### src/rtl/fm_mix_dac.sv
// FM output stage: frame-rate snapshot of three voices, mute, sum, shift-add volume scaling,
// saturation to a 12-bit DAC word and a first-order sigma-delta bitstream.
module fm_mix_dac #(
    parameter int SAMPLE_DIV = 256
) (
    input  logic        clk,
    input  logic        rst,
    input  logic [11:0] sample_1,
    input  logic [11:0] sample_2,
    input  logic [11:0] sample_3,
    input  logic [2:0]  mute,
    input  logic [3:0]  master_vol,
    output logic [13:0] mix_word,
    output logic [11:0] dac_word,
    output logic        mix_valid,
    output logic        clip,
    output logic        dac_out
);

    localparam int CNT_W = (SAMPLE_DIV > 1) ? $clog2(SAMPLE_DIV) : 1;
    localparam logic [CNT_W-1:0] CNT_LAST = CNT_W'(SAMPLE_DIV - 1);

    // The frame pipeline needs six cycles plus the idle slot before the next snapshot.
    generate
        if (SAMPLE_DIV < 8) begin : g_bad_div
            $error("fm_mix_dac: SAMPLE_DIV must be >= 8");
        end
    endgenerate

    typedef enum logic [1:0] {
        IDLE = 2'd0,
        SUM  = 2'd1,
        MUL  = 2'd2,
        OUT  = 2'd3
    } state_t;

    state_t            r_state;
    state_t            w_next;
    logic [CNT_W-1:0]  r_cnt;
    logic              w_e0;
    logic [11:0]       r_s1;
    logic [11:0]       r_s2;
    logic [11:0]       r_s3;
    logic [2:0]        r_mute;
    logic [3:0]        r_vol;
    logic [13:0]       w_masked;
    logic [13:0]       r_sum;
    logic [17:0]       r_prod;
    logic [1:0]        r_bit;
    logic [12:0]       w_prodHi;
    logic [13:0]       r_mix;
    logic [11:0]       r_dac;
    logic              r_clip;
    logic              r_valid;
    logic [11:0]       r_sdAcc;
    logic [12:0]       w_sdSum;
    logic              r_dacOut;

    assign w_e0 = (r_cnt == CNT_LAST);

    always_ff @(posedge clk or posedge rst) begin
        if (rst) begin
            r_cnt <= '0;
        end else if (w_e0) begin
            r_cnt <= '0;
        end else begin
            r_cnt <= r_cnt + CNT_W'(1);
        end
    end

    always_ff @(posedge clk or posedge rst) begin
        if (rst) begin
            r_s1   <= '0;
            r_s2   <= '0;
            r_s3   <= '0;
            r_mute <= '0;
            r_vol  <= '0;
        end else if (w_e0) begin
            r_s1   <= sample_1;
            r_s2   <= sample_2;
            r_s3   <= sample_3;
            r_mute <= mute;
            r_vol  <= master_vol;
        end
    end

    always_ff @(posedge clk or posedge rst) begin
        if (rst) begin
            r_state <= IDLE;
        end else begin
            r_state <= w_next;
        end
    end

    always_comb begin
        w_next = r_state;
        case (r_state)
            IDLE:    if (w_e0) w_next = SUM;
            SUM:     w_next = MUL;
            MUL:     if (r_bit == 2'd0) w_next = OUT;
            OUT:     w_next = IDLE;
            default: w_next = IDLE;
        endcase
    end

    assign w_masked = (r_mute[0] ? 14'd0 : {2'b00, r_s1})
                    + (r_mute[1] ? 14'd0 : {2'b00, r_s2})
                    + (r_mute[2] ? 14'd0 : {2'b00, r_s3});

    assign w_prodHi = r_prod[17:5];

    // Volume bits are consumed MSB first so the product builds by shift-and-add.
    always_ff @(posedge clk or posedge rst) begin
        if (rst) begin
            r_sum   <= '0;
            r_prod  <= '0;
            r_bit   <= '0;
            r_mix   <= '0;
            r_dac   <= '0;
            r_clip  <= 1'b0;
            r_valid <= 1'b0;
        end else begin
            r_valid <= 1'b0;
            case (r_state)
                SUM: begin
                    r_sum  <= w_masked;
                    r_prod <= '0;
                    r_bit  <= 2'd3;
                end
                MUL: begin
                    r_prod <= {r_prod[16:0], 1'b0} + (r_vol[r_bit] ? {4'b0000, r_sum} : 18'd0);
                    r_bit  <= r_bit - 2'd1;
                end
                OUT: begin
                    r_mix   <= r_prod[17:4];
                    r_dac   <= (w_prodHi > 13'd4095) ? 12'hFFF : r_prod[16:5];
                    r_clip  <= (w_prodHi > 13'd4095);
                    r_valid <= 1'b1;
                end
                default: ;
            endcase
        end
    end

    assign w_sdSum = {1'b0, r_sdAcc} + {1'b0, r_dac};

    always_ff @(posedge clk or posedge rst) begin
        if (rst) begin
            r_sdAcc  <= '0;
            r_dacOut <= 1'b0;
        end else begin
            r_sdAcc  <= w_sdSum[11:0];
            r_dacOut <= w_sdSum[12];
        end
    end

    assign mix_word  = r_mix;
    assign dac_word  = r_dac;
    assign clip      = r_clip;
    assign mix_valid = r_valid;
    assign dac_out   = r_dacOut;

endmodule

### config.mk
export PLATFORM = sky130hd
export DESIGN_NAME = fm_mix_dac
export DESIGN_NICKNAME = d
export VERILOG_FILES = /design/src/rtl/fm_mix_dac.sv
export SDC_FILE = /design/constraint.sdc
export NUM_CORES = 1
export LEC_CHECK = 0
export CAP_MARGIN = 20
export CORE_ASPECT_RATIO = 1.25
export CORE_MARGIN = 2
export CORE_UTILIZATION = 50
export CTS_CLUSTER_DIAMETER = 200
export DETAILED_ROUTE_END_ITERATION = 10
export PLACE_DENSITY_LB_ADDON = 0.25
export SLEW_MARGIN = 20
export SYNTH_ARGS = -nofsm -noshare
export SYNTH_HDL_FRONTEND = slang
export SYNTH_SLANG_ARGS = --single-unit
### constraint.sdc
create_clock -name clk -period 14.05 [get_ports clk]
set_clock_uncertainty 0.2 [all_clocks]
set_input_delay 2.81 -clock clk [delete_from_list [all_inputs] [get_ports clk]]
set_output_delay 2.81 -clock clk [all_outputs]
set_load 0.02 [all_outputs]
==> flow_summary.ini, run 1 <==
[status]
status = finished clean

[setup_path]
criticalPathCategory = flop to output pin
cp_top_family = buffers and inverters
crit_buf_inv = 1
max_stage_delay_ns = 0.63
critPathSlowestCell = clkdlybuf4s50_1
required_ns = 11.04
startpoint_type = flop
r2r-start = r_mute[0]
cp_cell_sequence = clkdlybuf4s50_1
worstPathMaxFanout = 3
critPathCaptureType = output pin
cp-startpoint = dac_word[1]
cp.arrival_ns = 1.44

[placed_design]
hpwl_um = 10900
place.gp.congestion = 0.931
port_buffers = 73

[floorplanning]
die_y_um = 137
rows = 48
start_util_pct = 51.2
fp.coreArea_mm2 = 0.0138
dieArea_mm2 = 0.0151
die_w_um = 110
io_pins = 74

[sta]
rsz0062_at_grt = no
slew_headroom_pct = 44.7
period_needed_ns = 4.45
hold_viol = 0
fin_crit_sh_pct = 31.7
drv_slew = 0
tns_ns = 0
setup_violations = 0
max_freq_mhz = 225
worst_pin_slew_ns = 0.829
hold_slack_ns = 0.268

[yosys]
synth_edf_count = 0
synth_warnings = 0
synth_area_mm2 = 0.00708
synth_seq_area_share_pct = 45.3
synth_nets = 763
synth.distinct_cells = 54
synth_cells = 660
ys_async_sr_fraction_pct = 100
ys_ff_latch = 128
synth_top_cell_by_area = dfrtp_1
synth_top_cell_area_share_pct = 45.3
synth.avg_cell_area_um2 = 10.7
ys.flop_type = dfrtp_1
yosys-top-cells-area = dfrtp_1 (45%), mux2_2 (10%), ha_1 (7.6%)

[worst_hold_path]
hold_start = r_sdAcc[0]
min_path_type = flop to flop

[finish]
regArea_mm2 = 0.00320
fillers = 1134
post-route-util_pct = 62.0
layout.cells.most_common_list = dfrtp_1 (128), clkdlybuf4s50_1 (73), mux2_2 (63), nor2_1 (53), inv_1 (45)
areaGrowthSynthToFinish_pct = 21.1
multi_input_area_mm2 = 0.00361
n_antenna_cell = 0
mostFrequentLayoutCell = dfrtp_1
drive_above_1_share_pct = 14.3
nNetsFinal = 836

[drt]
wl_per_cell_um = 16.3
drc_errors = 0
postRouteAntennaNets = 0
detail_route.vias_per_cell = 5.53
dr_total_vias = 5096
drt_iter0_drc = 250
dr.pass1.iters = 4
finalWirelength_um = 15000

[cts]
cts_resized = 0
h-tree-depth = 4
clk_latency_ns = 0.42
hold_buffers = 0
clk_path_buf_depth = 2
cts_made_buffers = 17
cts_tree = built
postCtsSetupRepairBufs = 0
clock-sinks = 128
clockRootBuffer = clkbuf_16
path_clk_slew_ns = 0.06

[flow_run]
drv_cap = 0

[power_and_ir_drop]
p_seq_share_pct = 44.6
clockPowerShare_pct = 53.1
power_density_mw_per_mm2 = 96.6
p_comb_share_pct = 2.4
swShare_pct = 20.4
power_leakage_nw = 4.18
irDropWorstVdd_mv = 0.0705
total_power_uw = 828
internal-power_uw = 659
p_switching_uw = 169

[global_route]
grt_max_degree = 92
gr-total-overflow = 0
grt_use_total_pct = 20.9
first_global_vias = 5328
antenna_found_initial = 0
grt_pass1_wl_um = 25300
path summary, 6_finish.rpt:
path                                to  depth (start not counted)  slack, ns
max                        dac_word[1]                          1       9.60
min                         r_sdAcc[0]                          1       0.27
max reg2reg                  r_sum[11]                         12      10.43
min reg2reg                 r_sdAcc[0]                          1       0.27
max in group asynchronous     r_cnt[1]                          3       9.90
min in group asynchronous         clip                          2       2.56
power by group through the flow:
stage	clock (mW)	sequential (mW)	combinational, mW
2_1_floorplan	0	0.375	0.00544
3_3_place_gp	0	0.375	0.0197
3_5_place_dp	0	0.375	0.0200
4_1_cts	0.447	0.369	0.0201
5_1_grt	0.464	0.369	0.0219
6_report	0.439	0.369	0.0196
state kept, by name, indices dropped and copies added, names as in the netlist:
signal	flops
clip	1
dac_out	1
dac_word	12
mix_valid	1
mix_word	14
r_bit	2
r_cnt	8
r_mute	3
r_prod	18
r_s1	12
r_s2	12
r_s3	12
r_sdAcc	12
r_state	2
r_sum	14
r_vol	4
Yosys cell counts (5+ instances only):
master / count
nand2b_1: 36
o31ai_1: 6
buf_2: 5
ha_1: 43
a22o_1: 5
nor2b_1: 16
fa_1: 15
nand2_1: 31
dfrtp_1: 128
clkbuf_1: 15
nand3_1: 10
mux2_2: 63
and2_1: 12
a21oi_1: 37
nor2_1: 54
a21o_1: 10
o21ai_0: 26
o21a_1: 7
xor2_1: 7
xnor2_1: 18
inv_1: 46
nor3_1: 6
o211ai_1: 5
layer usage:
metal  wire (um)  up-vias  part of all wire (%)  GRT usage, %
met5           0        -                     0             0
met4         416        0                   2.8          8.68
met3         508       34                   3.4          4.07
met2        8140      125                    54          39.6
met1        5980     2485                    40          23.0
li1            -     2452                     -             -
through the flow:
stage	worst slack (ns)	instance area (um2)	cells
global placement	9.08	7970	889
floorplan	7.63	7080	660
detailed placement	9.04	7970	889
finish	9.60	8570	921
CTS	9.48	8570	921
global route	9.57	8570	921
worst register-to-register path, delay by kind of cell, from the launching register on:
| family | cells | cell delay, ns |
|---|---|---|
| compound gates | 4 | 1.04 |
| fa+ha+maj | 3 | 0.97 |
| buf+inv | 2 | 0.12 |
| flops | 1 | 0.53 |
| simple gates | 3 | 0.64 |
final cells by class:
cell class              instances  area share (%)
flip-flops and latches        128            37.4
repair buffers                 77            8.92
well taps                     175            2.55
clock inverters                 9            1.24
multi-input cells             463            42.2
clock buffers                  23            5.69
inverters                      46            2.04
kinds of logic (layout without fill, tap and decap cells):
logic type	Yosys count	in the layout	synth area share [%]
and+or+nand+nor	182	182	13.1
AOI/OAI and AO/OA	133	133	12.4
DFF	128	128	45.3
buffers and inverters	69	155	3.75
muxes	65	65	10.5
adders and majority gates	58	58	11.8
xor gates and xnor gates	25	25	3.09
Power figures use the tool's default switching activity.
==> inputs of run 2 (changes only) <==
clock period = 4.2 ns   (was 14.05 ns; I/O delays follow)
==> flow_summary.ini, run 2 (synthesis results as in run 1) <==
[status]
status = finished clean

[sta]
setup_violations = 0
period_needed_ns = 3.47
max_freq_mhz = 288
slew_headroom_pct = 38.2
worst_pin_slew_ns = 0.925
rsz0062_at_grt = no
drv_slew = 0
fin_crit_sh_pct = 82.5
finalWorstSetupSlack_ns = 0.733
tns_ns = 0
hold_viol = 0

[worst_hold_path]
min_path_type = flop to flop
hold_path_end = r_sum[7]
hold_start = r_sum[7]
hold_depth = 1

[drt]
wirelength_met1_um = 6040
finalWirelength_um = 14600
highest_layer = met4
dr.pass1.iters = 5
wl_met2_um = 7610
postRouteAntennaNets = 0
detail_route.vias_per_cell = 5.48
routed-wl-met3_um = 615
drt_iter0_drc = 294
drc_errors = 0
wl_per_cell_um = 15.8
dr_total_vias = 5061

[floorplanning]
rows = 48
io_pins = 74
dieArea_mm2 = 0.0151
fp.coreArea_mm2 = 0.0138
start_util_pct = 51.2
die_w_um = 110
die_y_um = 137

[flow_run]
drv_cap = 0

[power_and_ir_drop]
total_power_mw = 2.92
power_density_mw_per_mm2 = 337
power_leakage_nw = 4.22
irDropWorstVdd_mv = 0.228

[placed_design]
hpwl_um = 10800
place.gp.congestion = 0.971
place_worst_setup_slack_ns = 0.770
port_buffers = 73

[setup_path]
required_ns = 4.29
r2r_cells = 11
r2r-start = r_bit[0]
rr_endpoint = r_prod[17]
cp.arrival_ns = 3.56
criticalPathCategory = flop to flop
rrSetupSlack_ns = 0.73
critPathCaptureType = flop
startpoint_type = flop
worstPathMaxFanout = 14

[cts]
cts_made_buffers = 17
path_clk_slew_ns = 0.06
clk_latency_ns = 0.41
cts_tree = built
clk_path_buf_depth = 2
hold_buffers = 0
postCtsSetupRepairBufs = 0
h-tree-depth = 4
clock-sinks = 128
cts_resized = 0
clockRootBuffer = clkbuf_16

[global_route]
grt_max_degree = 46
antenna_found_initial = 0
first_global_vias = 5344
grt_pass1_wl_um = 25200
grt_use_total_pct = 20.7
gr-total-overflow = 0

[finish]
n_antenna_cell = 0
post-route-util_pct = 62.7
largest_register_ffs = 18
areaGrowthSynthToFinish_pct = 22.4
regMostFlops = r_prod
drive_above_1_share_pct = 14.8
nNetsFinal = 838
layout.cells.most_common_list = dfrtp_1 (128), clkdlybuf4s50_1 (73), mux2_2 (63), nor2_1 (53), inv_1 (45)
mostFrequentLayoutCell = dfrtp_1
==> run 2: cell types whose count changed in the layout (fill, tap and decap cells not counted), sizes merged <==
cell	before	now
bufinv	2	4
inv	46	47
clkbuf	23	21
clkinvlp	3	2
buf	4	6
==> run 2: worst max-delay path by stage <==
stage                  start  cells after the start    endpoint
finish              r_bit[0]                     11  r_prod[17]
global route        r_bit[0]                     11  r_prod[17]
CTS                 r_bit[0]                     11  r_prod[17]
detailed placement  r_bit[0]                     11  r_prod[17]
global placement    r_bit[0]                     11  r_prod[17]
floorplan           r_bit[0]                     12  r_prod[17]
==> run 2: power breakdown <==
group	switching (mW)	total, mW	internal [mW]
sequential	0	1.23	1.23
combinational	0.0295	0.0684	0.0389
clock	0.554	1.62	1.06
==> run 2: area by class of cell <==
cell class	count	area, um2
Fill cell	1128	5150
Multi-Input combinational cell	463	3610
Sequential cell	128	3200
Timing Repair Buffer	79	788
Clock buffer	21	480
Tap cell	175	219
Clock inverter	11	176
Inverter	46	176
==> run 2: layer usage <==
layer,vias to the layer above,global-route usage [%]
li1,2446,-
met1,2450,23.9
met2,138,37.7
met3,27,4.56
met4,0,7.71
met5,-,0
==> run 2: through the flow <==
stage	cell area, um2	instances	hold slack [ns]
6_report	8660	923	0.267
5_1_grt	8660	923	0.290
4_1_cts	8660	923	0.271
3_5_place_dp	8000	891	0.259
3_3_place_gp	8000	891	0.253
2_1_floorplan	7080	660	0.241
==> run 2: critical path, stage by stage (launching register included) <==
cell	delay, ns
dfrtp_1	0.39
mux4_2	0.64
and2_1	0.21
ha_1	0.21
inv_1	0.07
fa_1	0.24
nor2b_4	0.06
o31a_1	0.27
o21a_1	0.27
a211o_1	0.32
nor4b_1	0.17
a2111o_1	0.29
==> inputs of run 3 (changes only) <==
clock period = 3.4 ns   (was 4.2 ns; I/O delays follow)
==> flow_summary.ini, run 3 (synthesis results as in run 1) <==
[placed_design]
hpwl_um = 11100
port_buffers = 73
place.gp.congestion = 0.909
dp_cells = 897

[global_route]
grt_max_degree = 129
grt_pass1_wl_um = 25700
grt_use_total_pct = 21.1
antenna_found_initial = 0
gr-total-overflow = 0
first_global_vias = 5392

[finish]
nNetsFinal = 847
largest_register_ffs = 18
drive_above_1_share_pct = 15.9
layout.cells.most_common_list = dfrtp_1 (128), clkdlybuf4s50_1 (73), mux2_2 (63), nor2_1 (53), inv_1 (45)
areaGrowthSynthToFinish_pct = 23.1
fillers = 1114
mostFrequentLayoutCell = dfrtp_1
n_antenna_cell = 0
final_cells = 931
regMostFlops = r_prod

[sta]
drv_slew = 0
hold_viol = 0
slew_headroom_pct = 37.2
hold_slack_ns = 0.267
worst_pin_slew_ns = 0.942
period_needed_ns = 3.32
setup_violations = 0
fin_crit_sh_pct = 97.7
max_freq_mhz = 301
rsz0062_at_grt = yes

[drt]
drt_iter0_drc = 289
postRouteAntennaNets = 0
dr.pass1.iters = 5
drc_errors = 0
wl_per_cell_um = 16.4
finalWirelength_um = 15300
dr_total_vias = 5133
detail_route.vias_per_cell = 5.51

[floorplanning]
fp.coreArea_mm2 = 0.0138
rows = 48
die_y_um = 137
dieArea_mm2 = 0.0151
start_util_pct = 51.2
die_w_um = 110
io_pins = 74

[setup_path]
cp.arrival_ns = 3.42
cp_cell_sequence = mux4_2 > buf_4 > and2_1 > ha_1 > a21o_1 > a21oi_1 > o21ai_0 > a211o_1 > nor4b_1 > a2111o_1
startpoint_type = flop
crit_buf_inv = 1
criticalPathCategory = flop to flop
rrSetupSlack_ns = 0.08
worstPathMaxFanout = 7
max_stage_delay_ns = 0.59
critPathCaptureType = flop
critPathSlowestCell = mux4_2
cp_top_family = compound AO/OA/AOI/OAI gates
required_ns = 3.50

[cts]
clock-sinks = 128
cts_tree = built
clk_latency_ns = 0.41
cts_made_buffers = 17
path_clk_slew_ns = 0.06
clk_path_buf_depth = 2
h-tree-depth = 4
clockRootBuffer = clkbuf_16
hold_buffers = 0

[power_and_ir_drop]
irDropWorstVdd_mv = 0.277
power_density_mw_per_mm2 = 408
power_leakage_nw = 4.25

[status]
status = finished clean

[flow_run]
drv_cap = 0

[worst_hold_path]
min_path_type = flop to flop
[run 3: layout make-up]
class,instances,area [um2],area share (%)
Sequential cell,128,3200,36.8
Clock inverter,11,179,2.05
Timing Repair Buffer,88,856,9.82
Multi-Input combinational cell,463,3620,41.6
Inverter,46,176,2.02
Clock buffer,20,457,5.24
Tap cell,175,219,2.51
[run 3: through the flow]
step / setup TNS, ns / power (mW) / utilization, % / instance area [um2] / setup slack [ns]
CTS: 0 / 3.60 / 62.9 / 8690 / 0.0207
floorplan: 0 / 1.57 / - / 7080 / 0.130
global route: -0.0525 / 3.69 / 63.1 / 8710 / -0.0525
detailed placement: -0.00845 / 1.64 / 58.3 / 8050 / -0.00845
finish: 0 / 3.56 / 63.1 / 8710 / 0.0783
global placement: 0 / 1.64 / 58.3 / 8050 / 0.0835
[run 3: where the power goes]
part	switching (mW)	total [mW]	internal, mW
Clock	0.679	1.95	1.27
Sequential	0	1.52	1.52
Combinational	0.0363	0.0829	0.0466
Total	0.716	3.56	2.84
[run 3: metal layers]
layer / global-route usage (%) / up-vias / wire, um
met2: 39.5 / 132 / 8170
met5: 0 / - / 0
met1: 24.0 / 2498 / 6160
met3: 3.85 / 32 / 554
li1: - / 2471 / -
met4: 8.13 / 0 / 387
[run 3: final timing paths]
kind | cells after the start | startpoint | end
worst max-delay path | 10 | r_bit[0] | r_prod[17]
worst min-delay path | 1 | r_sdAcc[0] | r_sdAcc[0]
worst max register to register | 10 | r_bit[0] | r_prod[17]
worst min register to register | 1 | r_sdAcc[0] | r_sdAcc[0]
max in group asynchronous | 3 | rst | mix_word[2]
min in group asynchronous | 3 | rst | r_cnt[6]
[run 3: what timing repair did]
action | 4_1_cts | 5_1_grt
resized for setup | 0 | 2
buffers inserted | 1 | 2
pin swaps | 0 | 0
endpoints found under the setup margin | 1 | 6
